`src/rtl/mem_reader_if.sv`:
```
// mem_reader_if: memory port-B bus plus the output word stream of mem_reader.
//   master (mem_reader): drives addr_b/we_b/data_b and out_valid/out_data;
//                        receives q_b and out_ready.
//   slave  (memory + downstream consumer): the mirror image.
interface mem_reader_if #(
    parameter int unsigned DATA_W = 8,
    parameter int unsigned ADDR_W = 6
);
    logic [ADDR_W-1:0] addr_b;
    logic              we_b;
    logic [DATA_W-1:0] data_b;
    logic [DATA_W-1:0] q_b;
    logic              out_valid;
    logic [DATA_W-1:0] out_data;
    logic              out_ready;

    modport master (
        output addr_b, we_b, data_b, out_valid, out_data,
        input  q_b, out_ready
    );

    modport slave (
        input  addr_b, we_b, data_b, out_valid, out_data,
        output q_b, out_ready
    );
endinterface

```
`src/rtl/mem_reader.sv`:
```
// mem_reader: burst read engine for a synchronous-read memory port B.
// Sweeps length words from base_addr (wrapping mod 2^ADDR_W) and streams
// them in address order through a FIFO_D-deep buffer on a valid/ready port.
// Ports:
//   clk, reset_L          clock, asynchronous active-low reset
//   start                 burst request (sampled only in IDLE)
//   base_addr, length     burst first address and word count (0..2^ADDR_W)
//   busy, done            burst in progress / one-cycle completion pulse
//   bus (master)          addr_b/we_b/data_b/q_b memory port,
//                         out_valid/out_data/out_ready stream
module mem_reader #(
    parameter int unsigned DATA_W = 8,
    parameter int unsigned ADDR_W = 6,
    parameter int unsigned FIFO_D = 4
) (
    input  logic              clk,
    input  logic              reset_L,
    input  logic              start,
    input  logic [ADDR_W-1:0] base_addr,
    input  logic [ADDR_W:0]   length,
    output logic              busy,
    output logic              done,
    mem_reader_if.master      bus
);

    localparam int unsigned LEN_W = ADDR_W + 1;
    localparam int unsigned PTR_W = $clog2(FIFO_D);
    localparam int unsigned CNT_W = $clog2(FIFO_D + 1);
    localparam int unsigned OCC_W = CNT_W + 1;

    typedef enum logic [1:0] {
        IDLE = 2'd0,
        RUN  = 2'd1,
        FIN  = 2'd2
    } state_t;

    state_t            state_q, state_d;
    logic [ADDR_W-1:0] addr_q;
    logic [LEN_W-1:0]  rem_issue_q;
    logic [LEN_W-1:0]  rem_deliver_q;
    logic [1:0]        tag_q;          // [0]: address on addr_b, [1]: data on q_b
    logic [DATA_W-1:0] fifo_q [FIFO_D];
    logic [PTR_W-1:0]  wr_ptr_q, rd_ptr_q;
    logic [CNT_W-1:0]  count_q;
    logic              busy_q, done_q;

    logic              first_issue, issue, push, pop;
    logic [OCC_W-1:0]  occ;

    // Buffered words plus reads still in the memory pipeline; issue only while
    // every outstanding read is guaranteed a FIFO slot.
    assign occ = OCC_W'(count_q) + OCC_W'(tag_q[0]) + OCC_W'(tag_q[1]);

    // State register
    always_ff @(posedge clk or negedge reset_L) begin
        if (!reset_L) begin
            state_q <= IDLE;
        end else begin
            state_q <= state_d;
        end
    end

    // Next state and per-cycle issue/push/pop decisions
    always_comb begin
        state_d     = state_q;
        first_issue = 1'b0;
        issue       = 1'b0;
        pop         = 1'b0;
        push        = tag_q[1];
        case (state_q)
            IDLE: begin
                if (start) begin
                    if (length != '0) begin
                        state_d     = RUN;
                        first_issue = 1'b1;
                    end else begin
                        state_d = FIN;
                    end
                end
            end
            RUN: begin
                issue = (rem_issue_q != '0) && (occ < OCC_W'(FIFO_D));
                pop   = (count_q != '0) && bus.out_ready;
                if (pop && (rem_deliver_q == LEN_W'(1))) begin
                    state_d = FIN;
                end
            end
            FIN: begin
                state_d = IDLE;
            end
            default: begin
                state_d = IDLE;
            end
        endcase
    end

    // Address generation, counters, issue tags and output FIFO
    always_ff @(posedge clk or negedge reset_L) begin
        if (!reset_L) begin
            addr_q        <= '0;
            rem_issue_q   <= '0;
            rem_deliver_q <= '0;
            tag_q         <= '0;
            wr_ptr_q      <= '0;
            rd_ptr_q      <= '0;
            count_q       <= '0;
            busy_q        <= 1'b0;
            done_q        <= 1'b0;
            for (int i = 0; i < int'(FIFO_D); i++) begin
                fifo_q[i] <= '0;
            end
        end else begin
            busy_q <= (state_d == RUN);
            done_q <= (state_d == FIN);
            tag_q  <= {tag_q[0], first_issue | issue};

            // The start cycle issues the first read at base_addr directly.
            if (first_issue) begin
                addr_q        <= base_addr;
                rem_issue_q   <= length - LEN_W'(1);
                rem_deliver_q <= length;
            end else begin
                if (issue) begin
                    addr_q      <= addr_q + ADDR_W'(1);
                    rem_issue_q <= rem_issue_q - LEN_W'(1);
                end
                if (pop) begin
                    rem_deliver_q <= rem_deliver_q - LEN_W'(1);
                end
            end

            if (push) begin
                fifo_q[wr_ptr_q] <= bus.q_b;
                wr_ptr_q         <= wr_ptr_q + PTR_W'(1);
            end
            if (pop) begin
                rd_ptr_q <= rd_ptr_q + PTR_W'(1);
            end
            case ({push, pop})
                2'b10:   count_q <= count_q + CNT_W'(1);
                2'b01:   count_q <= count_q - CNT_W'(1);
                default: count_q <= count_q;
            endcase
        end
    end

    assign bus.addr_b    = addr_q;
    assign bus.we_b      = 1'b0;
    assign bus.data_b    = '0;
    assign bus.out_valid = (count_q != '0);
    assign bus.out_data  = fifo_q[rd_ptr_q];
    assign busy          = busy_q;
    assign done          = done_q;

endmodule

```
`src/flat_wrapper.sv`:
```
// flat-port wrapper written by rule: the top's interface ports become plain ports
module mem_reader_flat 
#(
    parameter int unsigned DATA_W = 8,
    parameter int unsigned ADDR_W = 6,
    parameter int unsigned FIFO_D = 4
)
  (clk, reset_L, start, base_addr, length, busy, done, bus_addr_b, bus_we_b, bus_data_b, bus_out_valid, bus_out_data, bus_q_b, bus_out_ready);
  mem_reader_if #(.DATA_W(DATA_W), .ADDR_W(ADDR_W)) bus_i ();
  input  logic clk;
  input  logic reset_L;
  input  logic start;
  input  logic [ADDR_W-1:0] base_addr;
  input  logic [ADDR_W:0] length;
  output logic busy;
  output logic done;
  output wire logic [$bits(bus_i.addr_b)-1:0] bus_addr_b;
  output wire logic [$bits(bus_i.we_b)-1:0] bus_we_b;
  output wire logic [$bits(bus_i.data_b)-1:0] bus_data_b;
  output wire logic [$bits(bus_i.out_valid)-1:0] bus_out_valid;
  output wire logic [$bits(bus_i.out_data)-1:0] bus_out_data;
  input wire logic [$bits(bus_i.q_b)-1:0] bus_q_b;
  input wire logic [$bits(bus_i.out_ready)-1:0] bus_out_ready;
  assign bus_addr_b = bus_i.addr_b;
  assign bus_we_b = bus_i.we_b;
  assign bus_data_b = bus_i.data_b;
  assign bus_out_valid = bus_i.out_valid;
  assign bus_out_data = bus_i.out_data;
  assign bus_i.q_b = bus_q_b;
  assign bus_i.out_ready = bus_out_ready;
  mem_reader #(.DATA_W(DATA_W), .ADDR_W(ADDR_W), .FIFO_D(FIFO_D)) u_core (.clk(clk), .reset_L(reset_L), .start(start), .base_addr(base_addr), .length(length), .busy(busy), .done(done), .bus(bus_i));
endmodule
```
`config.mk`:
```
export PLATFORM = sky130hd
export DESIGN_NAME = mem_reader_flat
export DESIGN_NICKNAME = d
export VERILOG_FILES = /design/src/rtl/mem_reader_if.sv /design/src/rtl/mem_reader.sv /design/src/flat_wrapper.sv
export SDC_FILE = /design/constraint.sdc
export NUM_CORES = 1
export LEC_CHECK = 0
export CAP_MARGIN = 20
export CORE_ASPECT_RATIO = 0.7
export CORE_MARGIN = 10
export CORE_UTILIZATION = 49
export DETAILED_ROUTE_END_ITERATION = 6
export PLACE_DENSITY = 0.88
export SYNTH_ARGS = -nofsm -noshare
export SYNTH_HDL_FRONTEND = slang
export SYNTH_SLANG_ARGS = --single-unit
export TNS_END_PERCENT = 1
```
`constraint.sdc`:
```
create_clock -name clk -period 2.5 [get_ports clk]
set_input_delay 0.5 -clock clk [delete_from_list [all_inputs] [get_ports clk]]
set_output_delay 0.5 -clock clk [all_outputs]
set_load 0.02 [all_outputs]
```
# Yosys cells after proc, flatten, opt, wreduce, memory -nomap -nowiden
# Cells that the tools add are included.
# totals
reg_bits	65
input_bits	25
elab_cells	70
output_inout_bits	26
# op_classes
n_lt_le_gt_ge	4
n_addsub	10
n_eq_ne	6
n_reduce_logical	11
bitwise	3
mux	22
# ops
op	n
$bwmux 32	1
$mux 7	4
$mux 8	3
$sub 7x1->7 const B	3
$bmux 8 s2	1
$demux 8 s2	1
$reduce_bool 7->1	2
$mux 6	2
$eq 7x1->1 const B	1
$add 6x1->6 const B	1
$eq 2x1->1 const B	3
$ge 3x3->1 const B	2
$mux 2	3
$not 2->3	2
$pmux 3 s2	1
$reduce_bool 2->1	3
$mux 1	5
$add 2x1->2 const B	2
$add 3x1->4	1
$add 4x1->4	1
$eq 2x2->1 const B	2
$logic_and 1x1->1	4
$lt 4x3->1 const B	1
$pmux 2 s2	1
6 further kinds	6

# Depth between registers and ports, before layout
# depth
depth_word	7
ltp_mapped	10
mapped_depth_nobuf	9

# Least setup slack after synthesis
# OpenSTA, ideal clock, no wires.
# synth_timing
path_kind	input -> register
startpoint	input length[2]
endpoint	register u_core.rem_issue_q[6]
required_ns	2.413
n_path_buf	1
setup_ns	0.087
stages	10
arrival_ns	2.805
slack_ns	-0.392
cell_sequence	buf_6 or4_4 or3_4 o21a_4 and2_4 a21oi_1 ha_1 nand3_1 or4_1 o211ai_1
# synth_via
elab_chain_len	5
elab_cells_between_ends	7
cone_classes	add/sub: 1; mux: 4; reduce/logical: 2
# synth_rtl
element	line_no	rtl
start: declaration	flat_wrapper.sv:14	input logic [ADDR_W:0] length;
branches (longest 5 deep; another with $sub 7x1->7)	n/a	
end signal: assignment	mem_reader.sv:120	rem_issue_q <= length - LEN_W'(1);
end signal: assignment	mem_reader.sv:125	rem_issue_q <= rem_issue_q - LEN_W'(1);
end: declaration	mem_reader.sv:39	logic [LEN_W-1:0] rem_issue_q;
# Several ways; the timed one is not identified.
# A chain may end at the register's enable or synchronous reset.

# Worst setup path in the final report
# layout_timing
startpoint	input length[2]
endpoint	register u_core.rem_issue_q[2]
# Same word-level chain as after synthesis.

==> results by group <==
Yosys
  • Primary FF master, synth: dfrtp_1
  • Yosys warning count: 0
  • Seq/Total Area, Yosys: 0.486
  • Multiplexer area fraction after synthesis: 0.174
  • Synth Instances: 280
  • FF+latch count, synth: between 60 and 70
  • Adder-cell share of the synthesized area: 0.0433
  • Cell Area, Synth: about 0.0033 mm^2
  • Post-Synth XOR/XNOR Area: 0.0445
  • Mean post-synth cell area: approximately 12 um^2
  • Post-synth ARST share: 1.00
  • Compound-gate portion of the synthesized area: 0.0923
  • Post-synth cell types: 49
  • Post-Synth Simple-Gate Area: 0.115
  • Largest family of logic cells by synthesized area: multiplexers
  • Post-synth EDFFs: 0

Setup path
  • CP Capture Type: register
  • Critical path peak fanout: 5
  • Setup CP Type: input port to register
  • Worst endpoint data arrival time: 2.80 ns
  • Worst EP required: roughly 2.8 ns
  • R2R setup slack: around 0.26 ns
  • Startpoint Class: input port
  • Worst Reg-to-Reg Cells: 5

Outcome
  • Status: finished with violations
  • Violated checks: negative setup slack

Route
  • Wirelength per Cell: between 15 and 20 um
  • WL final: approximately 8.0 mm
  • Final antenna-violating net count: 0
  • Initial DRT Pass Iterations: 4
  • Via Count: 2,462
  • Average via count per standard cell: 5.47
  • DRC viols: 0
  • DR iter-0 viols: ~110

Power
  • Switching Fraction: 0.381
  • LEAKAGE: 1.85 nW
  • Pint: roughly 3.6 mW
  • Combinational share of power: 0.476
  • Net switching power: approximately 2.2 mW
  • Pwr dens: about 1400 mW/mm^2
  • Clock share of power: 0.173
  • Register share of total power: 0.351
  • VDD IR max: roughly 670 uV
  • Tot Pwr: just under 6 mW

Cells and area
  • Final non-filler cell total: 450
  • Area of the multi-input gates: around 0.0016 mm^2
  • Ratio of cells with drive above 1 in the final layout: 0.301
  • Register area: approximately 0.0016 mm^2
  • Most frequent cells in the layout: dfrtp_1, mux2_2, clkdlybuf4s50_1
  • # nets final: just under 400
  • Diode count: 0
  • Area growth syn-to-layout: 27.4%
  • FILL cells: about 500
  • Most common cell after layout, fill and taps aside: dfrtp_1
  • Design area: about 0.0043 mm^2

Job
  • MaxCap Viol Count: 0

Die
  • Core area: about 0.0067 mm^2
  • Starting Density: 0.500
  • Die Ht: 89.2 um
  • # rows: 25
  • Die footprint: 0.0106 mm^2
  • # IOs: 51
  • Die Wd: 119 um

Place
  • Routability cong.: 0.858
  • Dpl cell area: 0.00399 mm^2
  • Placed cell count: about 430
  • Setup WS pre-CTS: -0.747 ns
  • Buffers on Ports: just over 40
  • Post-DP HPWL: between 5 and 6 mm

Worst hold path
  • HP Class: input port to async pin

Global route
  • Largest net degree at the start of global routing: 38
  • Global-route wire length before repair: between 10 and 15 mm
  • Total global-route track usage: 0.156
  • Grt ovf: 0
  • Number of antenna violations at the first check in global routing: 0
  • Number of global-route vias before repair: 2,687

CTS
  • Clock buffer depth: 2
  • Sinks on the clock net: 65
  • CTS tree: yes
  • Cts hold-fix bufs: 0
  • Clock transition at the registers of the reported paths: ~0.08 ns
  • CTS Buf Count: 9
  • H-tree depth: 3
  • Clk_lat worst skew: ~0.35 ns
  • CTS root buffer: clkbuf_8

STA
  • Fmax: approximately 0.4 GHz
  • Total negative slack: -0.0611 ns
  • RSZ-0062 raised after global routing: yes
  • Final period utilization: 1.01
  • Final hold vios: 0
  • Worst-margin pin slew: roughly 0.8 ns
  • Final Max Slew Viols: 0
  • Fin crit period: roughly 2.5 ns
  • Final WS setup: -0.0213 ns
  • Final setup vio count: 3
  • Clock skew: between 0.01 and 0.015 ns
  • Slew headroom: 0.469
## layer usage
metal | global-route usage | wire length (um)
met1 | 0.188 | 3450
met4 | 0.0409 | 68
met2 | 0.257 | 3850
met5 | 0 | 0
met3 | 0.0656 | 599
## path summary, 6_finish.rpt
kind                                                    from                                 to
max                                                length[2]  u_core.rem_issue_q[2]$_DFFE_PN0P_
min                                                  reset_L      u_core.fifo_q[28]$_DFFE_PN0P_
max reg2reg                u_core.rem_issue_q[2]$_DFFE_PN0P_  u_core.rem_issue_q[5]$_DFFE_PN0P_
min reg2reg                        u_core.tag_q[0]$_DFF_PN0_          u_core.tag_q[1]$_DFF_PN0_
max in group asynchronous                            reset_L     u_core.rd_ptr_q[1]$_DFFE_PN0P_
min in group clk                   u_core.tag_q[0]$_DFF_PN0_          u_core.tag_q[1]$_DFF_PN0_
## flip-flops by register name, indices dropped and copies added, names as in the netlist
name	count
u_core.tag_q	2
u_core.done	1
u_core.rem_deliver_q	7
u_core.rem_issue_q	7
u_core.wr_ptr_q	2
u_core.count_q	3
u_core.rd_ptr_q	2
u_core.busy	1
u_core.fifo_q	32
u_core.state_q	2
u_core.bus.addr_b	6
## kinds of logic (layout without fill, tap and decap cells)
| kind of cell | after synthesis | count (layout) |
|---|---|---|
| buf+inv | 28 | 96 |
| xor+xnor | 17 | 17 |
| other cells | 1 | 9 |
| fa+ha+maj | 11 | 11 |
| simple gates | 74 | 74 |
| mux | 44 | 44 |
| compound gates | 40 | 40 |
| flops | 65 | 65 |
## cells in the mapped netlist (all sizes together), types with 8 or more instances
| cell | number | area [um^2] |
|---|---|---|
| nand2 | 28 | 105 |
| nand3 | 10 | 50.1 |
| nor2 | 9 | 33.8 |
| mux2 | 33 | 372 |
| inv | 10 | 37.5 |
| buf | 14 | 96.3 |
| mux4 | 8 | 180 |
| dfrtp | 65 | 1630 |
| or3 | 8 | 55.1 |
| ha | 10 | 125 |
| xor2 | 14 | 123 |
| o21ai | 13 | 65.1 |
## timing repair
action                                  4_1_cts  5_1_grt
gates resized for setup                      24        7
endpoints found under the setup margin        8        4
gates cloned                                  0        0
pin swaps                                     5        2
buffers inserted                              3        0
## worst max-delay path, cell delays in order
cell,delay (ns)
buf_6,0.09
or4_4,0.53
or3_4,0.39
o21a_4,0.22
and2_4,0.15
a21oi_4,0.14
ha_4,0.18
nand3_4,0.08
buf_4,0.15
buf_4,0.12
xor2_1,0.13
o21ai_1,0.12
## power by group through the flow
stage / Combinational (mW) / Clock, mW / Sequential (mW)
2_1_floorplan: 1.82 / 0 / 1.95
3_3_place_gp: 2.68 / 0 / 2.01
3_5_place_dp: 2.79 / 0 / 2.06
4_1_cts: 2.79 / 1.03 / 2.05
5_1_grt: 3.08 / 1.08 / 2.14
6_report: 2.80 / 1.02 / 2.07
## through the flow
step / hold slack (ns) / util
floorplan: 0.204 / -
global placement: 0.369 / 0.597
detailed placement: 0.366 / 0.597
CTS: 0.252 / 0.633
global route: 0.292 / 0.637
finish: 0.232 / 0.637
## layout make-up
| class | instances | share of cell area |
|---|---|---|
| Multi-Input combinational cell | 195 | 0.385 |
| Sequential cell | 65 | 0.382 |
| Timing Repair Buffer | 70 | 0.143 |
| Clock buffer | 10 | 0.0323 |
| Tap cell | 94 | 0.0276 |
| Clock inverter | 6 | 0.0211 |
| Inverter | 10 | 0.00880 |
No activity file was read; power rests on OpenSTA's default activity.
